--- src/rtl/acumulador_pkg.sv ---
// Shared constants for the accumulator controller: default widths and the
// FSM state encoding used by the controller and its integration top.
package acumulador_pkg;

  localparam int TAMANHO_DEF = 16;
  localparam int ADDR_W_DEF  = 8;

  localparam int ST_W = 3;
  localparam logic [ST_W-1:0] ST_IDLE  = 3'd0;
  localparam logic [ST_W-1:0] ST_CLR   = 3'd1;
  localparam logic [ST_W-1:0] ST_FETCH = 3'd2;
  localparam logic [ST_W-1:0] ST_LOAD  = 3'd3;
  localparam logic [ST_W-1:0] ST_XFER  = 3'd4;
  localparam logic [ST_W-1:0] ST_DONE  = 3'd5;

  function automatic logic is_busy(input logic [ST_W-1:0] st);
    return (st != ST_IDLE);
  endfunction

endpackage

--- src/rtl/acumulador_ctrl.sv ---
// Sequencer for a clear/load/transfer accumulator summing Count consecutive
// memory words starting at BaseAddr; every output is registered.
module acumulador_ctrl
  import acumulador_pkg::*;
#(
  parameter int TAMANHO = TAMANHO_DEF,
  parameter int ADDR_W  = ADDR_W_DEF
) (
  input  logic              Clock,
  input  logic              Reset,
  input  logic              Start,
  input  logic              Abort,
  input  logic [ADDR_W-1:0] BaseAddr,
  input  logic [ADDR_W-1:0] Count,
  output logic [ADDR_W-1:0] Addr,
  output logic              Load,
  output logic              Transfer,
  output logic              Clear,
  output logic              Busy,
  output logic              Done
);

  // The data width only matters to the paired accumulator; reject nonsense here.
  if (TAMANHO < 1) begin : g_bad_width
    $error("acumulador_ctrl: TAMANHO must be positive");
  end

  localparam logic [ADDR_W-1:0] ONE = {{(ADDR_W-1){1'b0}}, 1'b1};

  logic [ST_W-1:0]   state_q, state_d;
  logic [ADDR_W-1:0] addr_q, addr_d;
  logic [ADDR_W-1:0] cnt_q, cnt_d;
  logic              load_q, load_d;
  logic              xfer_q, xfer_d;
  logic              clear_n_q, clear_n_d;
  logic              busy_q, busy_d;
  logic              done_q, done_d;

  // Next-state, address and counter logic; Abort overrides every transition.
  always_comb begin
    state_d = state_q;
    addr_d  = addr_q;
    cnt_d   = cnt_q;
    case (state_q)
      ST_IDLE: begin
        if (Start && !Abort) begin
          state_d = ST_CLR;
          addr_d  = BaseAddr;
          cnt_d   = Count;
        end else begin
          state_d = ST_IDLE;
        end
      end
      ST_CLR: begin
        if (Abort) begin
          state_d = ST_IDLE;
        end else if (cnt_q != '0) begin
          state_d = ST_FETCH;
        end else begin
          state_d = ST_DONE;
        end
      end
      ST_FETCH: begin
        if (Abort) begin
          state_d = ST_IDLE;
        end else begin
          state_d = ST_LOAD;
        end
      end
      ST_LOAD: begin
        if (Abort) begin
          state_d = ST_IDLE;
        end else begin
          state_d = ST_XFER;
        end
      end
      ST_XFER: begin
        if (Abort) begin
          state_d = ST_IDLE;
        end else begin
          // Address wraps naturally at 2^ADDR_W.
          cnt_d   = cnt_q - ONE;
          addr_d  = addr_q + ONE;
          state_d = (cnt_q != ONE) ? ST_FETCH : ST_DONE;
        end
      end
      ST_DONE: begin
        state_d = ST_IDLE;
      end
      default: begin
        state_d = ST_IDLE;
      end
    endcase
  end

  // Output values for the upcoming state, so the flops present a Moore decode.
  always_comb begin
    load_d    = (state_d == ST_LOAD);
    xfer_d    = (state_d == ST_XFER);
    clear_n_d = (state_d != ST_CLR);
    busy_d    = is_busy(state_d);
    done_d    = (state_d == ST_DONE);
  end

  // State and output registers with synchronous reset.
  always_ff @(posedge Clock) begin
    if (Reset) begin
      state_q   <= ST_IDLE;
      addr_q    <= '0;
      cnt_q     <= '0;
      load_q    <= 1'b0;
      xfer_q    <= 1'b0;
      clear_n_q <= 1'b1;
      busy_q    <= 1'b0;
      done_q    <= 1'b0;
    end else begin
      state_q   <= state_d;
      addr_q    <= addr_d;
      cnt_q     <= cnt_d;
      load_q    <= load_d;
      xfer_q    <= xfer_d;
      clear_n_q <= clear_n_d;
      busy_q    <= busy_d;
      done_q    <= done_d;
    end
  end

  assign Addr     = addr_q;
  assign Load     = load_q;
  assign Transfer = xfer_q;
  assign Clear    = clear_n_q;
  assign Busy     = busy_q;
  assign Done     = done_q;

endmodule

--- config.mk ---
export PLATFORM = sky130hd
export DESIGN_NAME = acumulador_ctrl
export DESIGN_NICKNAME = d
export VERILOG_FILES = /design/src/rtl/acumulador_pkg.sv /design/src/rtl/acumulador_ctrl.sv
export SDC_FILE = /design/constraint.sdc
export NUM_CORES = 1
export LEC_CHECK = 0
export ABC_AREA = 1
export CAP_MARGIN = 20
export CORE_UTILIZATION = 43
export CTS_BUF_LIST = sky130_fd_sc_hd__clkbuf_8
export DETAILED_ROUTE_END_ITERATION = 12
export PLACE_DENSITY = 0.76
export SLEW_MARGIN = 20
export SYNTH_ARGS = -nofsm -noshare
export SYNTH_HDL_FRONTEND = slang
export SYNTH_SLANG_ARGS = --single-unit
--- constraint.sdc ---
create_clock -name Clock -period 1.35 [get_ports Clock]
set_clock_uncertainty 0.15 [all_clocks]
set_input_delay 0.27 -clock Clock [delete_from_list [all_inputs] [get_ports Clock]]
set_output_delay 0.27 -clock Clock [all_outputs]
set_load 0.02 [all_outputs]
# Word level (Yosys, flattened, before mapping)
# Cells that the tools add are included.
# classes
addsub	2
eq_ne	11
n_mux	14
reduce_logical	7
# op_table
op	n
8-bit 2-to-1 mux	4
8-bit case mux with 2 select lines	2
3-bit 2-to-1 mux	5
3-bit case mux with 5 select lines	1
3-bit by 2-bit equality test with 1-bit output, second input constant	3
3-bit equality test, second input constant	3
8-bit by 1-bit adder with 8-bit output, second input constant	1
8-bit by 1-bit != test with 1-bit output, second input constant	1
8-bit nonzero test	1
8-bit by 1-bit subtractor with 8-bit output, second input constant	1
2-bit != test, second input constant	2
3-bit by 1-bit equality test with 1-bit output, second input constant	1
3-bit zero test	1
3-bit by 1-bit != test with 1-bit output, second input constant	1
3-bit AND reduction	1
3-bit nonzero test	1
2-bit 2-to-1 mux	1
2-bit nonzero test	1
1-bit logical AND	1
1-bit zero test	1
1-bit 2-to-1 mux	1
# totals
register_bits	24
word_cells	42

# Logic depth before layout (Yosys ltp)
# logic_depth
depth_word	5
ltp_mapped	8

# Worst setup path after synthesis
# No wires, ideal clock.
# synth_timing
path_kind	flip-flop to flip-flop
startpoint	register addr_q[0], in the netlist Addr[0]
endpoint	register addr_q[2], in the netlist Addr[2]
setup_time_ns	0.116
arrival_ns	1.162
setup_slack_ns	-0.077
stages_incl_launch_ff	7
period_less_slack_ns	1.427
cell_sequence	dfxtp_1 ha_1 or2_2 nand2_1 o21ai_0 nor2_1 nor2_1
# synth_between
elab_chain_cells	3
# synth_rtl
element	line_no	rtl
start: declaration	acumulador_ctrl.sv:31	logic [ADDR_W-1:0] addr_q, addr_d;
start signal: assignment	acumulador_ctrl.sv:118	addr_q <= addr_d;
8-bit by 1-bit adder with 8-bit output	acumulador_ctrl.sv:83	addr_d = addr_q + ONE;
8-bit 2-to-1 mux	acumulador_ctrl.sv:78	if (Abort) begin
8-bit case mux with 2 select lines	acumulador_ctrl.sv:44	case (state_q)
# No other way between the ends. The select of a mux whose other input is x is not followed.
# A chain may end at the register's enable or synchronous reset.

# Final worst setup path
# layout_timing
startpoint	register cnt_q[6]
endpoint	register busy_q, in the netlist Busy
# layout_between
elab_chain_cells	5
# layout_rtl
element	line_no	rtl
start: declaration	acumulador_ctrl.sv:32	logic [ADDR_W-1:0] cnt_q, cnt_d;
start signal: assignment	acumulador_ctrl.sv:119	cnt_q <= cnt_d;
8-bit by 1-bit != test with 1-bit output / 8-bit nonzero test (equally long branches)	acumulador_ctrl.sv:84, acumulador_ctrl.sv:57	
3-bit 2-to-1 mux, on equally long branches	acumulador_ctrl.sv:84, acumulador_ctrl.sv:57	
3-bit 2-to-1 mux, on equally long branches	acumulador_ctrl.sv:78, acumulador_ctrl.sv:55	
3-bit case mux with 5 select lines *	acumulador_ctrl.sv:44	
3-bit nonzero test *	acumulador_pkg.sv:17	return (st != ST_IDLE);
end signal: assignment	acumulador_ctrl.sv:123	busy_q <= busy_d;
end: declaration	acumulador_ctrl.sv:36	logic busy_q, busy_d;
# Every way passes the cells marked *; elsewhere a longest branch is shown, timed or not.

==> flow_metrics.env <==
export IMPL_num_rows=20
export IMPL_drt_iter0_drc=57
export IMPL_slew_viol_final=0
export IMPL_dp_hpwl_um=2490
export IMPL_core_area_um2=3080
export IMPL_ctsLongestPathBuffers=2
export IMPL_final_cell_mix="nand2_1 (55), nor2_1 (23), buf_4 (20)"
export IMPL_register_area_um2=493
export IMPL_layout_nets=296
export IMPL_rsz0062_at_grt="true"
export IMPL_multi_input_area_um2=933
export IMPL_max_freq_mhz=704
export IMPL_grt_pass1_vias=1437
export IMPL_drive_above_1_share=0.347
export IMPL_area_growth_syn_to_layout_pct=57.4
export IMPL_nFillCells=240
export IMPL_hold_buffers=0
export IMPL_vdd_drop_max_uv=616
export IMPL_startpoint_type="flop"
export IMPL_cts_tree="yes"
export IMPL_hold_violations=0
export IMPL_powerDensity_nw_per_um2=870
export IMPL_cts_sinks=24
export IMPL_relSlewSlack=0.756
export IMPL_grt_pass1_wl_um=6100
export IMPL_critical_path_class="flop to flop"
export IMPL_setup_viol=7
export IMPL_diodes=0
export IMPL_synth_cell_area_um2=1400
export IMPL_post_drt_wl_per_cell_um=13.4
export IMPL_fin_crit_ns=1.42
export IMPL_htree_levels=1
export IMPL_dr_pass1_iters=4
export IMPL_syn_nets=238
export IMPL_min_path_type="primary input to flop"
export IMPL_maxCapViolations=0
export IMPL_ys_seq_elements=24
export IMPL_ctsRootBufferMaster="clkbuf_8"
export IMPL_overflow=0
export IMPL_arrival_ns=1.43
export IMPL_vias=1612
export IMPL_clkSlewWorstSetupHoldPaths_ns=0.09
export IMPL_die_w_um=59.0
export IMPL_cts_buffers=3
export IMPL_worst_slack_ns=-0.0699
export IMPL_critPathCaptureType="flop"
export IMPL_fin_crit_sh=1.05
export IMPL_yosysSeqAreaShare=0.343
export IMPL_wirelength_um=4230
export IMPL_violations="setup timing"
export IMPL_leakage_nw=0.942
export IMPL_ys_warn_count=0
export IMPL_drtAntennaViolNets=0
export IMPL_grt_max_degree=18
export IMPL_synth_cells=214
export IMPL_antenna_found_initial=0
export IMPL_synth_avg_cell_area_um2=6.54
export IMPL_synth_cell_types=26
export IMPL_timing_hold_ws_ns=0.272
export IMPL_worst_pin_slew_ns=0.365
export IMPL_place_congestion=0.951
export IMPL_drcViolationCount=0
export IMPL_crit_required_ns=1.36
export IMPL_final_common_cell="nand2_1"
export IMPL_ioPinCount=33
export IMPL_post_drt_via_cell_ratio=5.12
export IMPL_die_h_um=59.0
export IMPL_clock_latency_ns=0.27
export IMPL_io_buffers=32
export IMPL_status="complete, but fails checks"
export IMPL_initial_core_util=0.454
export IMPL_grt_usage=0.230
export IMPL_die_area_um2=3490
export IMPL_p_total_mw=1.92
export IMPL_reg2reg_slack_ns=-0.07
export IMPL_critPathMaxFanout=5
-- flip-flops by register name (all words and copies together), names as in the netlist --
signal,cells
cnt_q,8
Clear,1
Addr,8
Load,1
Transfer,1
Busy,1
state_q,3
Done,1
-- critical path, cell delays in order (launching register included) --
cell and delay (ns):
dfxtp_1 0.35, nor2_1 0.10, nand2_1 0.16, o21ai_1 0.25, nand3_1 0.11, nand2_1 0.10
nand3_1 0.08
-- worst paths after layout --
kind,from,endpoint,cells past startpoint
max,cnt_q[6]$_SDFFE_PP0P_,Busy$_SDFF_PP0_,6
min,Start,Clear$_SDFF_PP1_,3
max reg2reg,cnt_q[6]$_SDFFE_PP0P_,Busy$_SDFF_PP0_,6
min reg2reg,cnt_q[5]$_SDFFE_PP0P_,cnt_q[5]$_SDFFE_PP0P_,2
-- power breakdown --
group	total (mW)	switching, mW	leakage [nW]	internal [mW]
logic	0.492	0.267	0.706	0.225
clock network	0.643	0.246	0.0357	0.397
registers	0.781	0.0327	0.200	0.748
total	1.92	0.546	0.942	1.37
-- routing by layer --
metal	vias to the layer above	wire length, um	global-route usage
met5	-	0	0
met4	0	100	0.0986
met3	11	275	0.0218
met2	75	2160	0.404
met1	724	1700	0.286
li1	802	-	-
-- through the flow --
step | instances | worst slack, ns | utilization | TNS, ns | cell area, um^2
CTS | 312 | -0.00556 | 0.667 | -0.00622 | 2050
global route | 315 | -0.166 | 0.715 | -1.35 | 2200
finish | 315 | -0.0699 | 0.715 | -0.183 | 2200
floorplan | 214 | 0.0218 | - | 0 | 1410
detailed placement | 305 | -0.384 | 0.616 | -6.86 | 1900
global placement | 305 | -0.294 | 0.616 | -5.77 | 1900
-- cell type report --
class / instances / area share
Sequential cell: 24 / 0.224
Clock buffer: 3 / 0.0188
Inverter: 20 / 0.0409
Tap cell: 44 / 0.0250
Timing Repair Buffer: 59 / 0.247
Timing Repair inverter: 1 / 0.00739
Clock inverter: 1 / 0.0136
Multi-Input combinational cell: 163 / 0.424
-- cells in the mapped netlist (all sizes together) --
master   n  area, um^2
nor2    34         148
o21ai   19        95.1
nand2   64         255
a21oi   17        88.8
clkbuf   1        3.75
ha       4        50.1
buf      6        46.3
inv     20        77.6
nand3   17        85.1
nand3b   1        7.51
nand4    2        12.5
dfxtp   24         480
or2      2        12.5
o211ai   3        36.3
-- logic make-up after synthesis --
logic type | synth area share
AND/OR/NAND/NOR | 0.372
AO/OA/AOI/OAI | 0.157
buffers and inverters | 0.0912
flip-flops | 0.343
adder cells (fa/ha/maj) | 0.0358
-- what timing repair did --
action	in CTS	in global routing
setup endpoints to repair	30	31
cloned	2	2
resized for setup	52	58
pin swaps	9	23
setup buffers	1	1
Note: power is estimated with default switching activity, not from simulation.
